`config.mk`:
```
export PLATFORM = sky130hd
export DESIGN_NAME = qpsk_modulator_flat
export DESIGN_NICKNAME = d
export VERILOG_FILES = /design/src/rtl/qpsk_modulator_if.sv /design/src/rtl/qpsk_modulator.sv /design/src/flat_wrapper.sv
export SDC_FILE = /design/constraint.sdc
export NUM_CORES = 1
export LEC_CHECK = 0
export CELL_PAD_IN_SITES_DETAIL_PLACEMENT = 1
export CELL_PAD_IN_SITES_GLOBAL_PLACEMENT = 1
export CORE_MARGIN = 2
export CORE_UTILIZATION = 30
export DETAILED_ROUTE_END_ITERATION = 10
export PLACE_DENSITY = 0.77
export SLEW_MARGIN = 25
export SYNTH_ARGS = -nofsm -noshare
export SYNTH_HDL_FRONTEND = slang
export SYNTH_SLANG_ARGS = --single-unit
```
`constraint.sdc`:
```
create_clock -name clk -period 4.3 [get_ports clk]
set_input_delay 0.86 -clock clk [delete_from_list [all_inputs] [get_ports clk]]
set_output_delay 0.86 -clock clk [all_outputs]
set_load 0.02 [all_outputs]
```
`src/rtl/qpsk_modulator_if.sv`:
```
// Symbol input handshake plus I/Q sample output of the QPSK modulator.
// master = symbol source / sample sink, slave = the modulator.
interface qpsk_modulator_if #(
  parameter int DATA_WIDTH = 16
);
  logic [1:0]                   bit_in;
  logic                         bit_in_valid;
  logic                         bit_in_ready;
  logic                         tx_en;
  logic signed [DATA_WIDTH-1:0] i_data;
  logic signed [DATA_WIDTH-1:0] q_data;
  logic                         iq_valid;
  logic                         busy;
  logic                         underrun;

  modport master (
    output bit_in, bit_in_valid, tx_en,
    input  bit_in_ready, i_data, q_data, iq_valid, busy, underrun
  );

  modport slave (
    input  bit_in, bit_in_valid, tx_en,
    output bit_in_ready, i_data, q_data, iq_valid, busy, underrun
  );
endinterface

```
`src/rtl/qpsk_modulator.sv`:
```
// QPSK modulator: 2-bit symbols buffered in a small FIFO, mapped to +/-A I/Q
// points and held for SPS samples each; quadrant mapping matches the receiver.
module qpsk_modulator #(
  parameter int DATA_WIDTH = 16,
  parameter int AMPLITUDE  = 4096,
  parameter int SPS        = 4,
  parameter int FIFO_DEPTH = 4
) (
  input logic             clk,
  input logic             reset,
  qpsk_modulator_if.slave bus
);
  localparam int AW = (FIFO_DEPTH > 1) ? $clog2(FIFO_DEPTH) : 1;
  localparam int CW = $clog2(FIFO_DEPTH + 1);

  localparam logic [0:0] IDLE = 1'b0;
  localparam logic [0:0] SEND = 1'b1;

  localparam logic signed [DATA_WIDTH-1:0] AMP_P = DATA_WIDTH'(AMPLITUDE);
  localparam logic signed [DATA_WIDTH-1:0] AMP_N = -AMP_P;

  logic [1:0]                   mem [FIFO_DEPTH];
  logic [AW-1:0]                wr_ptr, rd_ptr;
  logic [CW-1:0]                count;
  logic [0:0]                   state;
  logic [7:0]                   cnt;
  logic signed [DATA_WIDTH-1:0] i_reg, q_reg;
  logic                         vld_reg, under_reg;
  logic                         ready, push, pop, last;
  logic [1:0]                   head;

  function automatic logic signed [DATA_WIDTH-1:0] level(input logic neg);
    return neg ? AMP_N : AMP_P;
  endfunction

  // No bypass: a full FIFO refuses a push even when a pop happens this cycle.
  assign ready = !reset && (count != CW'(FIFO_DEPTH));
  assign head  = mem[rd_ptr];
  assign last  = (cnt == 8'(SPS - 1));

  always_comb begin
    push = bus.bit_in_valid && ready;
    pop  = 1'b0;
    if (!reset && bus.tx_en && (count != '0))
      pop = (state == IDLE) || last;
  end

  always_ff @(posedge clk) begin
    if (push) mem[wr_ptr] <= bus.bit_in;
  end

  always_ff @(posedge clk) begin
    if (reset) begin
      wr_ptr    <= '0;
      rd_ptr    <= '0;
      count     <= '0;
      state     <= IDLE;
      cnt       <= '0;
      i_reg     <= '0;
      q_reg     <= '0;
      vld_reg   <= 1'b0;
      under_reg <= 1'b0;
    end else begin
      under_reg <= 1'b0;
      if (push) wr_ptr <= wr_ptr + AW'(1);
      if (pop)  rd_ptr <= rd_ptr + AW'(1);
      if (push && !pop)      count <= count + CW'(1);
      else if (pop && !push) count <= count - CW'(1);

      if (pop) begin
        // bit[0] negates I, bit[1] negates Q
        state   <= SEND;
        i_reg   <= level(head[0]);
        q_reg   <= level(head[1]);
        vld_reg <= 1'b1;
        cnt     <= '0;
      end else if (state == SEND) begin
        if (!last) begin
          cnt <= cnt + 8'd1;
        end else begin
          state     <= IDLE;
          i_reg     <= '0;
          q_reg     <= '0;
          vld_reg   <= 1'b0;
          cnt       <= '0;
          under_reg <= bus.tx_en;
        end
      end
    end
  end

  assign bus.bit_in_ready = ready;
  assign bus.i_data       = i_reg;
  assign bus.q_data       = q_reg;
  assign bus.iq_valid     = vld_reg;
  assign bus.busy         = (state == SEND);
  assign bus.underrun     = under_reg;
endmodule

```
`src/flat_wrapper.sv`:
```
// flat-port wrapper written by rule: the top's interface ports become plain ports
module qpsk_modulator_flat 
#(
  parameter int DATA_WIDTH = 16,
  parameter int AMPLITUDE  = 4096,
  parameter int SPS        = 4,
  parameter int FIFO_DEPTH = 4
)
  (clk, reset, bus_bit_in, bus_bit_in_valid, bus_tx_en, bus_bit_in_ready, bus_i_data, bus_q_data, bus_iq_valid, bus_busy, bus_underrun);
  qpsk_modulator_if #(.DATA_WIDTH(DATA_WIDTH)) bus_i ();
  input logic clk;
  input logic reset;
  input wire logic [$bits(bus_i.bit_in)-1:0] bus_bit_in;
  input wire logic [$bits(bus_i.bit_in_valid)-1:0] bus_bit_in_valid;
  input wire logic [$bits(bus_i.tx_en)-1:0] bus_tx_en;
  output wire logic [$bits(bus_i.bit_in_ready)-1:0] bus_bit_in_ready;
  output wire logic [$bits(bus_i.i_data)-1:0] bus_i_data;
  output wire logic [$bits(bus_i.q_data)-1:0] bus_q_data;
  output wire logic [$bits(bus_i.iq_valid)-1:0] bus_iq_valid;
  output wire logic [$bits(bus_i.busy)-1:0] bus_busy;
  output wire logic [$bits(bus_i.underrun)-1:0] bus_underrun;
  assign bus_i.bit_in = bus_bit_in;
  assign bus_i.bit_in_valid = bus_bit_in_valid;
  assign bus_i.tx_en = bus_tx_en;
  assign bus_bit_in_ready = bus_i.bit_in_ready;
  assign bus_i_data = bus_i.i_data;
  assign bus_q_data = bus_i.q_data;
  assign bus_iq_valid = bus_i.iq_valid;
  assign bus_busy = bus_i.busy;
  assign bus_underrun = bus_i.underrun;
  qpsk_modulator #(.DATA_WIDTH(DATA_WIDTH), .AMPLITUDE(AMPLITUDE), .SPS(SPS), .FIFO_DEPTH(FIFO_DEPTH)) u_core (.clk(clk), .reset(reset), .bus(bus_i));
endmodule
```
======== Word-level counts from Yosys, hierarchy flattened ========
Memory sizes are Yosys's and may differ from the RTL's. A register that Yosys moved wholly into a read port is not among the register bits.
Cells that the tools add are included.
word-level totals
  logic and storage cells ................. 56
  latch bits .............................. 0
  flip-flop bits (word level) ............. 50
  memories ................................ 1
  output and inout bits ................... 36
  bits in writable memories ............... 8
  bits in read-only memories .............. 0
operators by class
  multiplexer cells ....................... 20
  bitwise operators ....................... 2
  multiply operators ...................... 0
  reduce and logical (&&, ||, !) cells .... 17
  div/mod/pow operators ................... 0
  shifts and indexed selects .............. 0
  equality and inequality tests ........... 2
  $add $sub $neg .......................... 5
  order comparisons ....................... 0
memory list
  name        words  width  rd ports  clocked after memory_dff  wr ports  RTL line              source
  u_core.mem  4      2      1         1                         1         qpsk_modulator.sv:22  logic [1:0] mem [FIFO_DEPTH];
operator list
  cell                 number
  $mux 16              6
  $mux 1               9
  $add 8x1->8 const B  1
  $eq 8x2->1 const B   1
  $mux 8               1
  $logic_and 1x1->1    6
  $mux 3               2
  $reduce_bool 2->1    3
  $add 2x1->2 const B  2
  $mux 2               2
  $reduce_or 4->1      1
  $add 3x1->3 const B  1
  $logic_not 1->1      3
  $ne 3x3->1 const B   1
  $reduce_bool 3->1    1
  $sub 3x1->3 const B  1
  $not 1->1            2
  $reduce_and 2->1     1
  $reduce_or 2->1      1
  $logic_or 1x1->1     1

======== Logic depth before layout (Yosys ltp) ========
Gate-level depths: netlist (run 1).
  depth in word-level cells ............... 7
  mapped depth ............................ 11
  gate-level depth less buffers ........... 10

======== Worst setup path after synthesis (run 1) ========
Ideal clock, no wire load.
  path type ............................... input to register
  start point ............................. input reset
  end point ............................... register u_core.count[2]
  arrival ................................. 2.621 ns
  setup slack ............................. 1.608 ns
  stages .................................. 8
  library setup time ...................... 0.072 ns
  required time ........................... 4.228 ns
  path through ............................ buf_1 a211oi_4 ha_1 inv_1 fa_1 xor2_1 or3_1 a21oi_1
RTL lines
  what                         RTL line              source
  start: declaration           flat_wrapper.sv:12    input logic reset;
  $logic_not 1->1 (*)          qpsk_modulator.sv:37  assign ready = !reset && (count != CW'(FIFO_DEPTH));
  $logic_and 1x1->1 (*)        qpsk_modulator.sv:37
  $logic_and 1x1->1 (*)        qpsk_modulator.sv:42  push = bus.bit_in_valid && ready;
  named net u_core.push        qpsk_modulator.sv:29  logic ready, push, pop, last;
  $logic_not 1->1              qpsk_modulator.sv:68  else if (pop && !push) count <= count - CW'(1);
  $logic_and 1x1->1            qpsk_modulator.sv:68
  $reduce_bool 2->1 (no line)  n/a
  end signal: assignment       qpsk_modulator.sv:67  if (push && !pop) count <= count + CW'(1);
  end signal: assignment       qpsk_modulator.sv:68
  end: declaration             qpsk_modulator.sv:24  logic [CW-1:0] count;
Mark *: on every way through the listed nets, which the timed path passes. The rest lies on a longest branch.
A chain may end at the register's enable or synchronous reset.

======== Worst setup path in the final report (run 1) ========
  start point ............................. input reset
  end point ............................... register u_core.count[2]
between the ends
  word-level cells in the longest chain between the ends .. 7
RTL lines
  what                                         RTL line                                    source
  $logic_not 1->1                              qpsk_modulator.sv:37, qpsk_modulator.sv:44
  $logic_and 1x1->1 (2 in series)              qpsk_modulator.sv:44                        if (!reset && bus.tx_en && (count != '0))
  $mux 1                                       qpsk_modulator.sv:44
  $logic_not 1->1                              qpsk_modulator.sv:67
  $logic_and 1x1->1                            qpsk_modulator.sv:67
  $mux 3 or $reduce_bool 2->1 (tied branches)  n/a
Several ways; a longest one is shown, not always the timed one.

==> impl_metrics.env, run 1 <==
export IMPL_crit_required_ps=4510
export IMPL_worst_slew_pin_slew_ps=561.6
export IMPL_synth_top_cell_area_share_pct=28.57
export IMPL_final_hold_violation_count=0
export IMPL_insertedDiodeCount=0
export IMPL_p_per_area_mw_per_mm2=497.1
export IMPL_grt_max_degree=13
export IMPL_cts_sinks=30
export IMPL_yosysUniqueCellTypes=38
export IMPL_placementRows=26
export IMPL_post_cts_resized=0
export IMPL_hold_class="reg2reg"
export IMPL_cts_buffers=5
export IMPL_yosys_warnings=0
export IMPL_drt_total_wl_um=2749
export IMPL_ys_async_sr_fraction_pct=0
export IMPL_fin_crit_sh_pct=75.43
export IMPL_area_growth_pct=13.72
export IMPL_syn_area_mm2=0.001541
export IMPL_vias=972
export IMPL_grt_overflow=0
export IMPL_fin_nets=177
export IMPL_cp_max_fo=12
export IMPL_start_util_pct=30.57
export IMPL_syn_avg_cell_area_um2=10.42
export IMPL_grt_total_usage_pct=10.18
export IMPL_maxSlewHeadroom_pct=62.31
export IMPL_synth_ff_type="dfxtp_1"
export IMPL_clock_path_buffers=2
export IMPL_finClkSkew_ps=10.92
export IMPL_place_congestion=0.7596
export IMPL_remaining_drc_errors=0
export IMPL_synthMostInstantiatedCell="buf_4"
export IMPL_netlist_top_cells_count="30 x buf_4, 22 x dfxtp_1, 13 x nor2_1"
export IMPL_die_h_um=75.68
export IMPL_io_buffers=17
export IMPL_cap_violations=0
export IMPL_setup_viol=0
export IMPL_ir_drop_v=0.0001685
export IMPL_criticalPathCategory="in2reg"
export IMPL_synth_area_leaders="dfxtp_1 29%, edfxtp_1 16%, buf_4 15%"
export IMPL_ys_seq_area_share_pct=44.16
export IMPL_synth_area_leader_cell="dfxtp_1"
export IMPL_grt_pass1_wl_um=4264
export IMPL_crit_buf_inv=3
export IMPL_holdWs_ps=492.7
export IMPL_place_ws_ps=772.1
export IMPL_setup_tns_final_ps=0
export IMPL_dp_hpwl_um=2112
export IMPL_cts_tree="yes"
export IMPL_setup_ws_ps=1056
export IMPL_rsz0062_at_grt="false"
export IMPL_slew_violations=0
export IMPL_drtAntennaViolNets=0
export IMPL_grt_pass1_vias=919
export IMPL_drive_above_1_share_pct=9.091
export IMPL_cts_root_buf="clkbuf_8"
export IMPL_outcome="finished clean"
export IMPL_wl_per_cell_um=11.70
export IMPL_dieArea_mm2=0.005727
export IMPL_end_kind="flip-flop"
export IMPL_core_area_mm2=0.005042
export IMPL_path_delay_family="simple AND/OR/NAND/NOR gates"
export IMPL_power_leakage_nw=0.6697
export IMPL_ys_seq_elements=30
export IMPL_period_minus_slack_ps=3244
export IMPL_fill_cells=586
export IMPL_clk_latency_ps=280
export IMPL_ctsHoldBuffers=0
export IMPL_critPathMaxStageDelay_ps=450
export IMPL_fmax_mhz=308.3
export IMPL_cts_setup_buffers=0
export IMPL_via_per_inst=4.136
export IMPL_die_width_um=75.68
export IMPL_htreeDepth=2
export IMPL_cp_cell_sequence="clkdlybuf4s50_1 > buf_4 > nor2b_1 > o31ai_4 > nand2b_1 > ha_1 > inv_1 > fa_1 > xor2_1 > or3_1 > a21oi_1"
export IMPL_synth_edf_count=8
export IMPL_antenna_found_initial=0
export IMPL_clk_pin_slew_ps=70
export IMPL_crit_arrival_ps=3460
export IMPL_critPathLaunchType="primary input"
export IMPL_ios=42
export IMPL_power_uw=871.3
export IMPL_dr_pass1_iters=4
export IMPL_first_iter_violations=37
export IMPL_synthCells=148
export IMPL_critical_path_slowest_cell="clkdlybuf4s50_1"
## sequential cells by signal, indices dropped and copies added, names as in the netlist, named ones only
register and cells:
u_core.bus.busy 1, u_core.bus.i_data 2, u_core.bus.q_data 1, u_core.bus.underrun 1
u_core.cnt 8, u_core.count 3, u_core.mem 8, u_core.rd_ptr 2
u_core.wr_ptr 2
## stage by stage
stage / instances / util [%] / cell area, µm²
3_3_place_gp: 227 / 32.90 / 1659
5_1_grt: 235 / 34.76 / 1753
6_report: 235 / 34.76 / 1753
2_1_floorplan: 171 / - / 1628
4_1_cts: 235 / 34.76 / 1753
3_5_place_dp: 227 / 32.90 / 1659
## worst paths after layout
path / slack, ps / endpoint / startpoint / depth (start not counted)
hold reg to reg: 490 / u_core.rd_ptr[1] / u_core.rd_ptr[1] / 1
setup reg to reg: 1660 / u_core.count[2] / u_core.cnt[0] / 10
setup / recovery: 1060 / u_core.count[2] / reset / 11
hold / removal: 490 / u_core.rd_ptr[1] / u_core.rd_ptr[1] / 1
## power breakdown
group	leakage [nW]	internal [mW]	switching [mW]
registers	0.252	0.331	0.0517
clock network	0.0515	0.129	0.109
logic	0.367	0.110	0.141
## cell usage in the layout, fill, tap and decap left out, drive strengths merged, types with 3 or more instances in the layout
master	n
conb	24
dfxtp	22
clkdlybuf4s50	17
nor2	13
nand2	9
edfxtp	8
inv	8
ha	6
clkbuf	6
o21ai	6
xor2	5
and2	4
a21oi	4
xnor2	4
o31ai	3
## per-layer routing
metal / wire length [µm] / track usage [%] / vias to the layer above
li1: - / - / 478
met5: 0 / 0 / -
met3: 123 / 3.439 / 5
met4: 56 / 4.873 / 0
met1: 1129 / 10.97 / 465
met2: 1440 / 17.87 / 24
## worst reg2reg max path: cells and delay by family, from the launching register on
kind	cells	cell delay, ps
fa+ha+maj	3	910
compound gates	2	340
xor+xnor	1	160
flops	1	340
buf+inv	1	70
simple gates	3	740
## cell families (layout without fill, tap and decap cells)
| family | after synthesis | after routing | share of synthesized area, % |
|---|---|---|---|
| AND/OR/NAND/NOR | 37 | 37 | 12.74 |
| multiplexers | 4 | 4 | 4.221 |
| adder cells (fa/ha/maj) | 7 | 7 | 6.169 |
| buffers and inverters | 40 | 34 | 17.13 |
| other | 1 | 24 | 0.2433 |
| XOR/XNOR | 9 | 9 | 5.113 |
| flip-flops | 30 | 30 | 44.16 |
| AO/OA/AOI/OAI | 20 | 20 | 10.23 |
## layout make-up
class / count / area, µm² / share of cell area, %
clock buffers: 6 / 82.58 / 4.711
clock inverters: 2 / 11.26 / 0.6424
inverters: 8 / 30.03 / 1.713
multi-input cells: 101 / 683.2 / 38.97
flip-flops and latches: 30 / 680.7 / 38.83
well taps: 70 / 87.58 / 4.996
repair buffers: 18 / 177.7 / 10.14
No activity file was read; power rests on OpenSTA's default activity.
==> run 2: changes to the inputs <==
--- a/config.mk
+++ b/config.mk
@@ -10,7 +10,7 @@
 export CORE_MARGIN = 2
 export CORE_UTILIZATION = 30
 export DETAILED_ROUTE_END_ITERATION = 10
-export PLACE_DENSITY = 0.77
+export PLACE_DENSITY = 0.8
 export SLEW_MARGIN = 25
 export SYNTH_ARGS = -nofsm -noshare
 export SYNTH_HDL_FRONTEND = slang
==> constraint.sdc (replaced) <==
create_clock -name clk -period 2.8 [get_ports clk]
set_input_delay 0.56 -clock clk [delete_from_list [all_inputs] [get_ports clk]]
set_output_delay 0.56 -clock clk [all_outputs]
set_load 0.02 [all_outputs]
==> impl_metrics.env, run 2 (synthesis gave the netlist of run 1 again) <==
export IMPL_outcome="finished clean"
export IMPL_fin_crit_sh_pct=93.62
export IMPL_fmax_mhz=381.5
export IMPL_io_buffers=17
export IMPL_drtAntennaViolNets=0
export IMPL_min_from="u_core.bus.i_data[12]"
export IMPL_crit_required_ps=2240
export IMPL_setup_tns_final_ps=0
export IMPL_combPwrFrac_pct=27.2
export IMPL_cp_max_fo=10
export IMPL_post_cts_resized=0
export IMPL_cts_setup_buffers=0
export IMPL_ir_drop_v=0.0002480
export IMPL_p_per_area_mw_per_mm2=837.0
export IMPL_grt_pass1_vias=1064
export IMPL_cap_violations=0
export IMPL_setup_viol=0
export IMPL_final_cell_mix="24 x conb_1, 22 x dfxtp_1, 17 x clkdlybuf4s50_1"
export IMPL_place_ws_ps=22.19
export IMPL_fin_util_pct=36.63
export IMPL_setup_ws_ps=178.6
export IMPL_dp_hpwl_um=2234
export IMPL_antenna_found_initial=0
export IMPL_dr_pass1_iters=4
export IMPL_rsz0062_at_grt="false"
export IMPL_clock_path_buffers=2
export IMPL_drive_above_1_share_pct=12.28
export IMPL_vias=1002
export IMPL_clk_pin_slew_ps=70
export IMPL_grt_overflow=0
export IMPL_place_area_mm2=0.001704
export IMPL_ff_latch_area_um2=680.7
export IMPL_remaining_drc_errors=0
export IMPL_fin_nets=183
export IMPL_die_width_um=75.68
export IMPL_via_per_inst=4.158
export IMPL_critPathLaunchType="primary input"
export IMPL_layout_cells_non_filler=241
export IMPL_place_inst=233
export IMPL_ff2ff_path_depth=10
export IMPL_final_hold_violation_count=0
export IMPL_htreeDepth=2
export IMPL_p_int_mw=1.076
export IMPL_criticalPathCategory="in2out"
export IMPL_rrSetupSlack_ps=370
export IMPL_pwr_share_seq_pct=37.4
export IMPL_power_mw=1.546
export IMPL_end_kind="primary output"
export IMPL_final_common_cell="conb_1"
export IMPL_cts_sinks=30
export IMPL_cts_buffers=5
export IMPL_p_switching_uw=469.3
export IMPL_fill_cells=570
export IMPL_ctsHoldBuffers=0
export IMPL_ios=42
export IMPL_crit_arrival_ps=2060
export IMPL_first_iter_violations=28
export IMPL_reg2reg_to="u_core.count[2]"
export IMPL_holdWs_ps=477.5
export IMPL_dieArea_mm2=0.005727
export IMPL_grt_pass1_wl_um=4781
export IMPL_multiInputGateArea_um2=683.2
export IMPL_pwr_share_clk_pct=35.4
export IMPL_switching_share_pct=30.36
export IMPL_drt_total_wl_um=2830
export IMPL_clk_latency_ps=280
export IMPL_cts_tree="yes"
export IMPL_start_util_pct=30.57
export IMPL_insertedDiodeCount=0
export IMPL_core_area_mm2=0.005042
export IMPL_cts_root_buf="clkbuf_8"
export IMPL_power_leakage_nw=0.7181
export IMPL_slew_violations=0
export IMPL_timing_rr_start="u_core.cnt[0]"
export IMPL_top_regs="u_core.cnt (8), u_core.mem (8), u_core.count (3)"
export IMPL_period_minus_slack_ps=2621
export IMPL_startpoint="reset"
export IMPL_grt_max_degree=11
export IMPL_die_h_um=75.68
export IMPL_grt_total_usage_pct=11.54
export IMPL_place_congestion=0.7120
export IMPL_wl_per_cell_um=11.74
export IMPL_hold_class="reg2reg"
export IMPL_area_growth_pct=19.81
export IMPL_crit_end="bus_bit_in_ready"
export IMPL_placementRows=26
export IMPL_finClkSkew_ps=6.285
export IMPL_final_area_mm2=0.001847
run 2: how the worst min path moves through the flow:
stage / endpoint / cells after the start
after detailed placement: u_core.bus.i_data[12] / 2
after global routing: flip-flop / 1
after CTS: u_core.bus.i_data[12] / 2
after global placement: u_core.rd_ptr[1] / 1
final: u_core.bus.i_data[12] / 2
after floorplan: flip-flop / 1
run 2: cell type report:
type                       instances  share of cell area, %
clock buffer                       6                  4.472
clock inverter                     2                  3.252
inverter                           8                  1.626
multi-input combinational        101                  36.99
sequential                        30                  36.86
tap                               70                  4.743
timing repair buffer              24                  12.06
run 2: power groups by stage:
stage,clock [mW],sequential [mW],combinational (mW)
finish,0.547,0.578,0.421
global route,0.580,0.588,0.471
CTS,0.560,0.579,0.427
detailed placement,0,0.589,0.425
global placement,0,0.583,0.404
floorplan,0,0.598,0.297
run 2: critical path, cell delays in order:
cell             delay [ps]
clkdlybuf4s50_1         440
buf_4                   160
buf_4                   170
a21oi_1                 120
clkdlybuf4s50_1         620
run 2: routing by layer:
layer	GRT usage, %	vias to the layer above	part of all wire [%]	wire length, µm
li1	-	490	-	-
met1	11.97	484	42	1178
met2	20.58	22	52	1472
met3	4.101	6	4.2	120
met4	5.653	0	2.1	59
met5	0	-	0	0
==> run 3: changes to the inputs <==
--- a/config.mk
+++ b/config.mk
@@ -11,7 +11,6 @@
 export CORE_UTILIZATION = 30
 export DETAILED_ROUTE_END_ITERATION = 10
 export PLACE_DENSITY = 0.8
-export SLEW_MARGIN = 25
 export SYNTH_ARGS = -nofsm -noshare
 export SYNTH_HDL_FRONTEND = slang
 export SYNTH_SLANG_ARGS = --single-unit
==> results of run 3 <==
No change in the layout: final DEF, timing and power equal those of run 2.
==> RTL edit: new RTL, settings of run 2 <==
`DATA_WIDTH` is set to 16 in 3 places; all go to 32.
--- a/src/rtl/qpsk_modulator_if.sv
+++ b/src/rtl/qpsk_modulator_if.sv
@@ -1,7 +1,7 @@
 // Symbol input handshake plus I/Q sample output of the QPSK modulator.
 // master = symbol source / sample sink, slave = the modulator.
 interface qpsk_modulator_if #(
-  parameter int DATA_WIDTH = 16
+  parameter int DATA_WIDTH = 32
 );
   logic [1:0]                   bit_in;
   logic                         bit_in_valid;
--- a/src/rtl/qpsk_modulator.sv
+++ b/src/rtl/qpsk_modulator.sv
@@ -1,7 +1,7 @@
 // QPSK modulator: 2-bit symbols buffered in a small FIFO, mapped to +/-A I/Q
 // points and held for SPS samples each; quadrant mapping matches the receiver.
 module qpsk_modulator #(
-  parameter int DATA_WIDTH = 16,
+  parameter int DATA_WIDTH = 32,
   parameter int AMPLITUDE  = 4096,
   parameter int SPS        = 4,
   parameter int FIFO_DEPTH = 4
--- a/src/flat_wrapper.sv
+++ b/src/flat_wrapper.sv
@@ -1,7 +1,7 @@
 // flat-port wrapper written by rule: the top's interface ports become plain ports
 module qpsk_modulator_flat 
 #(
-  parameter int DATA_WIDTH = 16,
+  parameter int DATA_WIDTH = 32,
   parameter int AMPLITUDE  = 4096,
   parameter int SPS        = 4,
   parameter int FIFO_DEPTH = 4
Interface: changed (resized bus_i_data and bus_q_data); port bits go from 42 to 74. No check against the original RTL was run, so the function may have changed too.
==> RTL edit against run 2 <==
Design area increased by 14%. Wire length increased by 8.7%. Sequential cell count did not move. Area after synthesis is 16% higher. Clock skew down 0.00089 ns. Global-route usage down 1.5 points. Worst setup slack gained 0.056 ns. Total power increased by 11%. Via count up 14%. Non-clock buffer count grew 31. First-iteration DRC count shrank 57%. Register-to-register slack lost 0.14 ns. Sequential share of layout area is 4.6 points lower. Largest cell class is now flip-flops and latches.
==> RTL edit: results (changes against run 2) <==
sequential area share after synthesis 0.382 (-0.0593); Max VDD drop 0.408 mV (+64%); post-route insts no fill 277 (+15%); Leak 0.799 nW (+11%); Initial DRC Count 12 (-57%); top cells by area, synth buf_4 26%, dfxtp_1 25%, edfxtp_1 13%; Top Registers u_core.cnt: 8 flops, u_core.mem: 8 flops, u_core.count: 3 flops; CTS root buf clkbuf_8; Nets 214 (+17%); CTS H-tree depth 2 (unchanged); Buffers on Ports 49 (+32); first-pass GRT wire length 4.85 mm (+1.4%); status finished, final reports clean; n_diodes 0 (unchanged); post-cts sizing count 0 (unchanged); total track usage 0.100 (-0.0152); Final GP Congestion 0.695 (-2.4%); Inst Count DP 269 (+15%); largest net degree at the start of global routing 21 (+10); grt total ovfl 0 (unchanged); HP Class flip-flop to flip-flop; DRT Pass-1 Iters 4 (unchanged); Post-Syn Instances 179 (+21%); CP arrival 2.78 ns (+0.72 ns); TritonCTS Buffers 5 (unchanged); number of global-route vias before repair 1,043 (-2.0%); Yosys warnings 0 (unchanged); CTS max path bufs 2 (unchanged); Clock Skews 0.00539 ns (-0.000895 ns); Main synth FF type dfxtp_1; initial antenna violation count 0 (unchanged); Routed WL per cell 11.1 µm (-5.4%); number of synthesized flops with an enable pin 8 (unchanged); Post-synth top cells 62 x buf_4, 22 x dfxtp_1, 14 x nor2_1, 10 x inv_1, 8 x edfxtp_1; distinct cell type count after synthesis 31 (-18%); Final HPWL DP 2.42 mm (+8.3%); share of layout cells above drive strength 1 0.109 (-0.0139); clk slew on worst S/H paths 0.07 ns (about the same); Max Fanout on Critical Path 5 (-5); slew margin rel. 0.613; Post-route DRC 0 (unchanged); postcts setup bufs 0 (unchanged); sw frac 0.386 (+0.0826); clk_lat worst skew 0.29 ns; Vias/cell 4.14 (-0.49%)
[RTL edit: changes by cell type after synthesis, sizes merged, moves of 2 or more]
cell	delta
or3	+2
a2bb2o	+2
nor2	+2
inv	+3
nand2	-2
nor4b	-2
buf	+30
or4b	+2
[RTL edit: logic make-up after synthesis]
kind of cell,after synthesis,share of synthesized area
compound gates,18,0.0907
xor+xnor,9,0.0443
fa+ha+maj,7,0.0534
buf+inv,73,0.285
flops,30,0.382
mux,4,0.0365
other cells,1,0.00211
simple gates,37,0.106
[RTL edit: worst paths after layout]
kind	start	endpoint	slack (ns)	cells after the start
hold / removal	u_core.rd_ptr[1]$_SDFFE_PP0P_	u_core.rd_ptr[1]$_SDFFE_PP0P_	0.47	1
setup reg to reg	u_core.cnt[0]$_SDFFE_PP0P_	u_core.count[2]$_SDFFE_PP0P_	0.23	11
hold reg to reg	u_core.rd_ptr[1]$_SDFFE_PP0P_	u_core.rd_ptr[1]$_SDFFE_PP0P_	0.47	1
setup / recovery	u_core.cnt[0]$_SDFFE_PP0P_	u_core.count[2]$_SDFFE_PP0P_	0.23	11
[RTL edit: cell type report]
class / count / area (µm²)
Multi-Input combinational cell: 99 / 679
Tap cell: 75 / 93.8
Sequential cell: 30 / 681
Inverter: 10 / 37.5
Clock inverter: 3 / 16.3
Fill cell: 689 / 3700
Clock buffer: 5 / 68.8
Timing Repair Buffer: 55 / 536
[RTL edit: power groups by stage]
stage	Sequential [mW]	Combinational [mW]	Clock (mW)
floorplan	0.614	0.624	0
global placement	0.611	0.781	0
detailed placement	0.618	0.796	0
CTS	0.609	0.797	0.349
global route	0.621	0.847	0.368
finish	0.603	0.785	0.334
[RTL edit: through the flow]
step,setup WS [ns],instance area [µm²]
after CTS,0.210,2110
after floorplan,0.276,1870
after global placement,0.124,2030
after detailed placement,0.0522,2030
after global routing,0.0738,2110
final,0.235,2110
[RTL edit: layer usage]
layer / track usage / vias up / share of wire
met5: 0 / - / 0
met4: 0.0508 / 0 / 0.015
met3: 0.0400 / 5 / 0.052
met2: 0.178 / 38 / 0.55
met1: 0.101 / 553 / 0.38
li1: - / 550 / -
[RTL edit: critical path, cell delays in order (launching register included)]
cell     delay (ns)
dfxtp_1        0.37
ha_1           0.20
or4b_4         0.49
o21a_1         0.26
nor2_2         0.12
inv_1          0.07
ha_1           0.22
inv_1          0.08
fa_1           0.18
xor2_1         0.07
or3_1          0.30
a21oi_1        0.13
